**src/rtl/dbus_access_ctrl.sv**
```systemverilog
// Data-bus access sequencer for the memory stage.
// Takes one load/store at a time from the memory stage, rejects misaligned
// accesses, builds the lane-aligned request (size, strobe, data), runs the
// addr_ok/data_ok handshake and holds the pipeline until the access retires.
// A watchdog abandons a request the bus never answers.

package dbus_access_ctrl_pkg;

  typedef enum logic [3:0] {
    MEM_NONE = 4'd0,
    MEM_LW   = 4'd1,
    MEM_LH   = 4'd2,
    MEM_LHU  = 4'd3,
    MEM_LB   = 4'd4,
    MEM_LBU  = 4'd5,
    MEM_LWL  = 4'd6,
    MEM_LWR  = 4'd7,
    MEM_SW   = 4'd8,
    MEM_SH   = 4'd9,
    MEM_SB   = 4'd10,
    MEM_SWL  = 4'd11,
    MEM_SWR  = 4'd12
  } mem_t;

endpackage

module dbus_access_ctrl
  import dbus_access_ctrl_pkg::*;
#(
  parameter int unsigned BUS_TIMEOUT = 1023
) (
  input  logic        clk,
  input  logic        reset,
  input  logic        m_valid,
  input  mem_t        m_mem_type,
  input  logic [31:0] m_addr,
  input  logic [31:0] m_wdata,
  input  logic        m_flush,
  output logic        m_stall,
  output logic        m_done,
  output logic [31:0] m_rdata,
  output logic        m_adel,
  output logic        m_ades,
  output logic        m_bus_err,
  output logic        dreq_valid,
  output logic [31:0] dreq_addr,
  output logic [2:0]  dreq_size,
  output logic [3:0]  dreq_strobe,
  output logic [31:0] dreq_data,
  input  logic        dresp_addr_ok,
  input  logic        dresp_data_ok,
  input  logic [31:0] dresp_data
);

  // Watchdog counter just wide enough to reach BUS_TIMEOUT-1; the request is
  // abandoned at the end of its BUS_TIMEOUT-th cycle in REQ+WAIT.
  localparam int unsigned WD_W = (BUS_TIMEOUT < 2) ? 1 : $clog2(BUS_TIMEOUT + 1);
  localparam logic [WD_W-1:0] WD_LIMIT = WD_W'((BUS_TIMEOUT > 0) ? (BUS_TIMEOUT - 1) : 0);

  typedef enum logic [1:0] {
    ST_IDLE = 2'd0,
    ST_REQ  = 2'd1,
    ST_WAIT = 2'd2,
    ST_DONE = 2'd3
  } state_t;

  state_t state_reg, state_next;

  // Decoded view of the operation currently offered by the memory stage.
  logic [1:0]  byte_off;
  logic        op_load;
  logic        op_store;
  logic        op_mis;
  logic        op_legal;
  logic [31:0] lane_addr;
  logic [2:0]  lane_size;
  logic [3:0]  lane_strobe;
  logic [31:0] lane_data;

  // Registered request, held stable for the whole bus transaction.
  logic [31:0] req_addr_reg;
  logic [2:0]  req_size_reg;
  logic [3:0]  req_strobe_reg;
  logic [31:0] req_data_reg;

  logic [31:0]     rdata_reg;
  logic            drop_reg;
  logic            bus_err_reg;
  logic [WD_W-1:0] wd_cnt_reg;

  logic busy;
  logic wd_hit;
  logic accept;
  logic capture;
  logic wd_expire;

  assign byte_off = m_addr[1:0];
  assign busy     = (state_reg == ST_REQ) || (state_reg == ST_WAIT);
  assign wd_hit   = (BUS_TIMEOUT != 0) && (wd_cnt_reg == WD_LIMIT);

  // Decode the op: alignment check, bus size, byte strobes and lane-shifted store data.
  always_comb begin
    op_load     = 1'b0;
    op_store    = 1'b0;
    op_mis      = 1'b0;
    lane_addr   = m_addr;
    lane_size   = 3'd2;
    lane_strobe = 4'b0000;
    lane_data   = 32'h0000_0000;
    case (m_mem_type)
      MEM_LW: begin
        op_load = 1'b1;
        op_mis  = (byte_off != 2'b00);
      end
      MEM_LH, MEM_LHU: begin
        op_load   = 1'b1;
        op_mis    = byte_off[0];
        lane_size = 3'd1;
      end
      MEM_LB, MEM_LBU: begin
        op_load   = 1'b1;
        lane_size = 3'd0;
      end
      MEM_LWL, MEM_LWR: begin
        // Unaligned-word loads fetch the whole containing word.
        op_load   = 1'b1;
        lane_addr = {m_addr[31:2], 2'b00};
      end
      MEM_SW: begin
        op_store    = 1'b1;
        op_mis      = (byte_off != 2'b00);
        lane_strobe = 4'b1111;
        lane_data   = m_wdata;
      end
      MEM_SH: begin
        op_store    = 1'b1;
        op_mis      = byte_off[0];
        lane_size   = 3'd1;
        lane_strobe = byte_off[1] ? 4'b1100 : 4'b0011;
        lane_data   = m_wdata << {byte_off[1], 4'b0000};
      end
      MEM_SB: begin
        op_store    = 1'b1;
        lane_size   = 3'd0;
        lane_strobe = 4'b0001 << byte_off;
        lane_data   = m_wdata << {byte_off, 3'b000};
      end
      MEM_SWL: begin
        // Most significant bytes of rt land in the low lanes up to the offset;
        // ~byte_off is 3-byte_off for a 2-bit offset.
        op_store    = 1'b1;
        lane_addr   = {m_addr[31:2], 2'b00};
        lane_strobe = 4'b1111 >> ~byte_off;
        lane_data   = m_wdata >> {~byte_off, 3'b000};
      end
      MEM_SWR: begin
        // Least significant bytes of rt land in lanes from the offset upward.
        op_store    = 1'b1;
        lane_addr   = {m_addr[31:2], 2'b00};
        lane_strobe = 4'b1111 << byte_off;
        lane_data   = m_wdata << {byte_off, 3'b000};
      end
      default: begin
        op_load  = 1'b0;
        op_store = 1'b0;
      end
    endcase
  end

  assign op_legal = (op_load || op_store) && !op_mis;
  assign m_adel   = m_valid && op_load && op_mis;
  assign m_ades   = m_valid && op_store && op_mis;

  // Next-state logic and handshake outputs; reset forces the handshake outputs low.
  always_comb begin
    state_next = state_reg;
    accept     = 1'b0;
    capture    = 1'b0;
    wd_expire  = 1'b0;
    m_stall    = 1'b0;
    m_done     = 1'b0;
    dreq_valid = 1'b0;
    case (state_reg)
      ST_IDLE: begin
        // A pending bus-error pulse blocks acceptance so the faulting op is not
        // reissued before the pipeline reacts to the error.
        if (m_valid && op_legal && !m_flush && !bus_err_reg) begin
          accept     = 1'b1;
          state_next = ST_REQ;
        end
      end
      ST_REQ: begin
        if (dresp_addr_ok && dresp_data_ok) begin
          capture    = 1'b1;
          state_next = ST_DONE;
        end else if (wd_hit) begin
          wd_expire  = 1'b1;
          state_next = ST_IDLE;
        end else if (dresp_addr_ok) begin
          state_next = ST_WAIT;
        end
      end
      ST_WAIT: begin
        if (dresp_data_ok) begin
          capture    = 1'b1;
          state_next = ST_DONE;
        end else if (wd_hit) begin
          wd_expire  = 1'b1;
          state_next = ST_IDLE;
        end
      end
      ST_DONE: begin
        state_next = ST_IDLE;
      end
      default: begin
        state_next = ST_IDLE;
      end
    endcase
    if (!reset) begin
      m_stall    = accept || (busy && !drop_reg);
      m_done     = (state_reg == ST_DONE) && !drop_reg;
      dreq_valid = (state_reg == ST_REQ);
    end
  end

  // State register.
  always_ff @(posedge clk) begin
    if (reset) begin
      state_reg <= ST_IDLE;
    end else begin
      state_reg <= state_next;
    end
  end

  // Latch the decoded request in the accept cycle so the bus sees stable fields.
  always_ff @(posedge clk) begin
    if (reset) begin
      req_addr_reg   <= 32'h0000_0000;
      req_size_reg   <= 3'd0;
      req_strobe_reg <= 4'b0000;
      req_data_reg   <= 32'h0000_0000;
    end else if (accept) begin
      req_addr_reg   <= lane_addr;
      req_size_reg   <= lane_size;
      req_strobe_reg <= lane_strobe;
      req_data_reg   <= lane_data;
    end
  end

  // Capture the bus word on the data_ok cycle of an active transaction.
  always_ff @(posedge clk) begin
    if (reset) begin
      rdata_reg <= 32'h0000_0000;
    end else if (capture) begin
      rdata_reg <= dresp_data;
    end
  end

  // Sticky drop flag: a flushed access still finishes on the bus but does not retire.
  always_ff @(posedge clk) begin
    if (reset) begin
      drop_reg <= 1'b0;
    end else if (state_reg == ST_IDLE) begin
      drop_reg <= 1'b0;
    end else if (busy && m_flush) begin
      drop_reg <= 1'b1;
    end
  end

  // Watchdog: count cycles spent in REQ/WAIT, clear whenever not waiting on the bus.
  always_ff @(posedge clk) begin
    if (reset || !busy) begin
      wd_cnt_reg <= '0;
    end else if (BUS_TIMEOUT != 0) begin
      wd_cnt_reg <= wd_cnt_reg + WD_W'(1);
    end
  end

  // One-cycle bus-error pulse in the IDLE cycle that follows an expiry.
  always_ff @(posedge clk) begin
    if (reset) begin
      bus_err_reg <= 1'b0;
    end else begin
      bus_err_reg <= wd_expire;
    end
  end

  assign m_rdata     = rdata_reg;
  assign m_bus_err   = bus_err_reg;
  assign dreq_addr   = req_addr_reg;
  assign dreq_size   = req_size_reg;
  assign dreq_strobe = req_strobe_reg;
  assign dreq_data   = req_data_reg;

endmodule

```
**config.mk**
```make
export PLATFORM = sky130hd
export DESIGN_NAME = dbus_access_ctrl
export DESIGN_NICKNAME = d
export VERILOG_FILES = /design/src/rtl/dbus_access_ctrl.sv
export SDC_FILE = /design/constraint.sdc
export NUM_CORES = 1
export LEC_CHECK = 0
export CORE_AREA = 5 5 125 127
export CTS_CLUSTER_DIAMETER = 120
export DETAILED_ROUTE_END_ITERATION = 10
export DIE_AREA = 0 0 130 132
export PLACE_DENSITY = 0.73
export SLEW_MARGIN = 10
export SYNTH_ARGS = -nofsm -noshare
export SYNTH_HDL_FRONTEND = slang
export SYNTH_SLANG_ARGS = --single-unit
```
**constraint.sdc**
```tcl
create_clock -name clk -period 3.2 [get_ports clk]
set_clock_uncertainty 0.1 [all_clocks]
set_input_delay 0.64 -clock clk [delete_from_list [all_inputs] [get_ports clk]]
set_output_delay 0.64 -clock clk [all_outputs]
set_load 0.03 [all_outputs]
```
[Word level (Yosys, flattened, before mapping)]
Cells that the tools add are included.
W data, S select, Z words.
Storage, ports and cells
  register bits: 117
  input bits: 106
  output and inout port bits: 109
  word-level logic and storage cells: 95
Cells by class
  $add $sub $neg: 1
  equality and inequality tests: 19
  shift-type cells: 6
  muxes and demuxes: 27
  bitwise operators: 1
  reductions and logical operators: 32
Operators with widths (number)
  $pmux W32 S4: 1
  $shl A32 B5 Y32: 2
  $shr A32 B5 Y32: 1
  $eq A4 B4 Y1 const B: 5
  $pmux W4 S5: 1
  $eq A4 B3 Y1 const B: 4
  $mux W2: 7
  $logic_and A1 B1 Y1: 12
  $mux W1: 12
  $add A10 B1 Y10 const B: 1
  $eq A10 B10 Y1 const B: 1
  $eq A4 B2 Y1 const B: 2
  $pmux W2 S4: 1
  $reduce_or A7 Y1: 1
  $pmux W1 S2: 3
  $reduce_or A2 Y1: 3
  $reduce_or A3 Y1: 2
  $logic_not A1 Y1: 5
  $reduce_or A5 Y1: 1
  $eq A2 B2 Y1 const B: 2
  $eq A4 B1 Y1 const B: 1
  $logic_or A1 B1 Y1: 4
  $mux W4: 1
  $ne A4 B3 Y1 const B: 1
  12 further kinds: 12

[Depth between registers and ports, before layout]
  depth after elaboration: 12
  mapped depth: 9
  mapped depth without buffers: 7

[Worst setup path before layout]
Ideal clock, no wire load.
  path type: input to output
  start: input port m_mem_type[0]
  end: output port m_adel
  arrival time: 2125 ps
  required time: 2460 ps
  path slack: 335 ps
  stages on the path: 6
  path buffers: 2
  path through: buf_2 buf_2 nor3_1 a211oi_1 nand3_1 nor3_1
Between the ends
  word-level cells in the longest chain between the ends: 5
  elaborated cells between the ends (all ways): 16
  classes of those cells: eq/ne: 9; mux: 2; reduce/logical: 5
RTL lines
  from (decl): RTL line 35  | input mem_t m_mem_type,
  $eq A4 B3 Y1, or another cell as far along: RTL line 110  | case (m_mem_type)
  $reduce_or A7 Y1 (no line)
  $mux W1: RTL line 110
  $logic_and A1 B1 Y1: RTL line 171  | assign m_adel = m_valid && op_load && op_mis;
  $logic_and A1 B1 Y1 (*): RTL line 171
  to (decl): RTL line 42  | output logic m_adel,
Mark *: on every way between the ends. The rest lies on a longest branch, timed or not.

[Worst setup path after layout]
  start: input port m_mem_type[0]
  end: output port m_stall
Between the ends
  word-level cells in the longest chain between the ends: 12
  elaborated cells between the ends (all ways): 29
  classes of those cells: eq/ne: 12; mux: 6; reduce/logical: 11
RTL lines
  $eq A4 B4 Y1, or another cell as far along: RTL line 110
  $reduce_or A3 Y1 (no line), or another cell as far along
  $pmux W1 S2 or $mux W1 (tied branches): RTL line 110
  $logic_not A1 Y1 or $logic_or A1 B1 Y1 (tied branches): RTL line 170  | assign op_legal = (op_load || op_store) && !op_mis;
  $logic_and A1 B1 Y1 (*): RTL line 170
  $logic_and A1 B1 Y1 (*) (3 in series): RTL line 187  | if (m_valid && op_legal && !m_flush && !bus_err_reg) begin
  $mux W1 (*): RTL line 187
  $mux W1 (*): RTL line 183  | case (state_reg)
  $logic_or A1 B1 Y1 (*): RTL line 220  | m_stall = accept || (busy && !drop_reg);
  $mux W1 (*): RTL line 219  | if (!reset) begin
  to (decl): RTL line 39  | output logic m_stall,
Marks and branches as above.

==> reports/results.ini <==
[grt]
grt_pass1_vias = 5399
gr-usage-met2 = 0.353
track_usage = 0.217
grt-ovfl-total = 0
grt_use_met3 = 0.0559
met1_usage = 0.271
grt_pass1_wl_mm = 29.4
grt_antenna_before_repair = 0
gr-max-usage-layer = met2
grt_max_degree = 52

[min_path]
hp-class = reg2reg

[power]
max-vdd-ir-drop_mv = 0.383
powerDensity_mw_per_mm2 = 509
finalPower_mw = 4.42
power.leakage_nw = 3.06

[clock_network]
post-cts-setup-buffers = 0
cts_tree = done
cts_buffer_depth = 2
path_clk_slew_ns = 0.05
htreeDepth = 4
cts.sinks = 116
cts_resized = 0
cts_root_buf = clkbuf_16
clk_latency_ns = 0.42
cts_hold_buf = 0
cts_made_buffers = 17

[logic_synthesis]
synthesis.nets = 797
syn_area_per_cell_um2 = 8.22
synth.distinct_cells = 63
synth_edf_count = 0
yosys_warnings = 0
ys.flop_type = dfxtp_1
postSynthCellCount = 685
synth-seq-area-share = 0.412
synth_area_mm2 = 0.00563
ys_ff_latch = 116
async_flop_share = 0

[critical_path]
ff2ff_setup_slack_ns = 0.88
cp.arrival_ns = 2.29
rr_startpoint = state_reg[1]
startpoint_type = primary input
cp_max_fo = 10
critPathBufInv = 2
crit_end = m_stall
crit_chain = clkdlybuf4s50_1 -> o211ai_1 -> nor2b_1 -> o21ai_2 -> a21oi_1 -> buf_12
crit_required_ns = 2.46
path_depth = 6
critical_path_class = in2out
cp-end-kind = output pin
slowest_delay_ns = 0.60
slowest_stage = clkdlybuf4s50_1
reg2reg_to = dreq_data[1]
cpLargestDelayFamily = buffers and inverters
reg2reg_depth = 7
crit_start = m_mem_type[0]

[sta]
timing.final.crit_period_ns = 3.03
tns_ns = 0
max_freq_ghz = 0.330
final.period_utilization = 0.946
hold_viol_final = 0
relSlewSlack = 0.470
postLayoutSetupSlackWorst_ns = 0.172
worstMarginPinSlew_ns = 0.792
setup_viol = 0
rsz0062_at_grt = false
drv_slew = 0

[run]
maxCapViolations = 0

[layout]
finalInstanceArea_mm2 = 0.00868
postLayoutCoreUtil = 0.606
fin_nets = 1013
synthToLayoutAreaGrowth_pct = 54.1
n_antenna_cell = 0
drive_gt1_frac = 0.107

[routing]
wl_per_cell_um = 17.5
wirelength_mm = 19.2
vias = 5862
drc = 0
via_per_inst = 5.34
drt-pass1-iter-count = 6
ant_nets = 0
dr.first_iter.drc_count = 519

[die]
core_area_mm2 = 0.0143
die_w_um = 130
num_rows = 44
ioPinCount = 215
die-area_mm2 = 0.0172
die_h_um = 132
start_util = 0.394

[place]
io_buffers = 213
routabilityCongestion = 0.912
placed_area_mm2 = 0.00809
place_worst_setup_slack_ns = 0.113
dp_hpwl_mm = 14.1

[status]
status = completed

[where the power goes]
group          switching [mW]  leakage, nW  internal (mW)
sequential             0.0405        0.937           1.51
combinational           0.542         1.83          0.427
clock                   0.675        0.288           1.22
[how the worst min path moves through the flow]
stage                              from       endpoint  slack (ns)  cells after the start
after global placement     dreq_addr[1]   dreq_addr[1]        0.34                      2
after CTS                   m_rdata[14]    m_rdata[14]        0.35                      2
after detailed placement     m_rdata[8]     m_rdata[8]        0.35                      2
after floorplan           wd_cnt_reg[0]  wd_cnt_reg[0]        0.34                      1
after global routing        m_rdata[14]    m_rdata[14]        0.37                      2
final                       m_rdata[22]    m_rdata[22]        0.35                      2
[logic make-up (layout without fill, tap and decap cells)]
family	count (synthesis)	after routing	share of synthesized area
adder cells (fa/ha/maj)	7	7	0.0151
other	1	1	0.000666
AO/OA/AOI/OAI	208	208	0.250
XOR/XNOR	9	9	0.0167
AND/OR/NAND/NOR	257	257	0.205
buffers and inverters	63	291	0.0511
multiplexers	24	24	0.0498
flip-flops	116	116	0.412
[cells in the mapped netlist, types with 5 or more instances]
| cell | number | area, um2 |
|---|---|---|
| nand2_1 | 158 | 593 |
| a31oi_1 | 5 | 31.3 |
| inv_1 | 10 | 37.5 |
| ha_1 | 6 | 75.1 |
| o2bb2ai_1 | 13 | 114 |
| mux2_2 | 12 | 135 |
| a22oi_1 | 5 | 37.5 |
| a22o_1 | 12 | 105 |
| xor2_1 | 6 | 52.6 |
| nor3_1 | 10 | 50.1 |
| mux2i_1 | 10 | 100 |
| a21oi_1 | 88 | 440 |
| a221o_1 | 12 | 120 |
| nor2_1 | 25 | 93.8 |
| clkbuf_1 | 29 | 109 |
| o211ai_1 | 5 | 37.5 |
| nand3_1 | 14 | 70.1 |
| a222oi_1 | 17 | 170 |
| nand2b_1 | 8 | 50.1 |
| a211oi_1 | 9 | 67.6 |
| buf_2 | 17 | 85.1 |
| o21ai_0 | 19 | 95.1 |
| and3_1 | 6 | 37.5 |
| dfxtp_1 | 116 | 2320 |
| nor2b_1 | 8 | 50.1 |
[metrics by stage]
stage	hold WS, ns	std cells
2_1_floorplan	0.341	685
3_3_place_gp	0.339	1066
3_5_place_dp	0.346	1066
4_1_cts	0.354	1097
5_1_grt	0.367	1097
6_report	0.351	1097
[worst register-to-register path, stage by stage (launching register included)]
cell       delay (ns)
dfxtp_1          0.35
inv_1            0.09
ha_1             0.26
nand4bb_1        0.22
nor2_1           0.17
o211ai_2         0.15
nor3b_2          0.68
a221o_1          0.26
[cell type report]
cell class                 count  area [um2]
multi-input combinational    506        3030
inverter                      10        37.5
sequential                   116        2320
fill                        1251        5640
tap                          184         230
clock buffer                  19         433
clock inverter                12         156
timing repair buffer         250        2470
[metal layers]
metal	vias to the layer above	share of wire	wire length, um
met5	-	0	0
met4	0	0.029	552
met3	38	0.074	1410
met2	222	0.50	9580
met1	2705	0.40	7630
li1	2897	-	-
[layout by cell type (no fill, tap or decap), drive strengths merged, types with 13 or more instances in the layout]
cell type	Yosys	routed
a21oi	88	88
a222oi	17	17
buf	24	41
clkbuf	29	19
clkdlybuf4s50	0	209
dfxtp	116	116
nand2	158	158
nand3	14	14
nor2	27	27
o21ai	22	22
o2bb2ai	13	13
No activity file was read; power rests on OpenSTA's default activity.
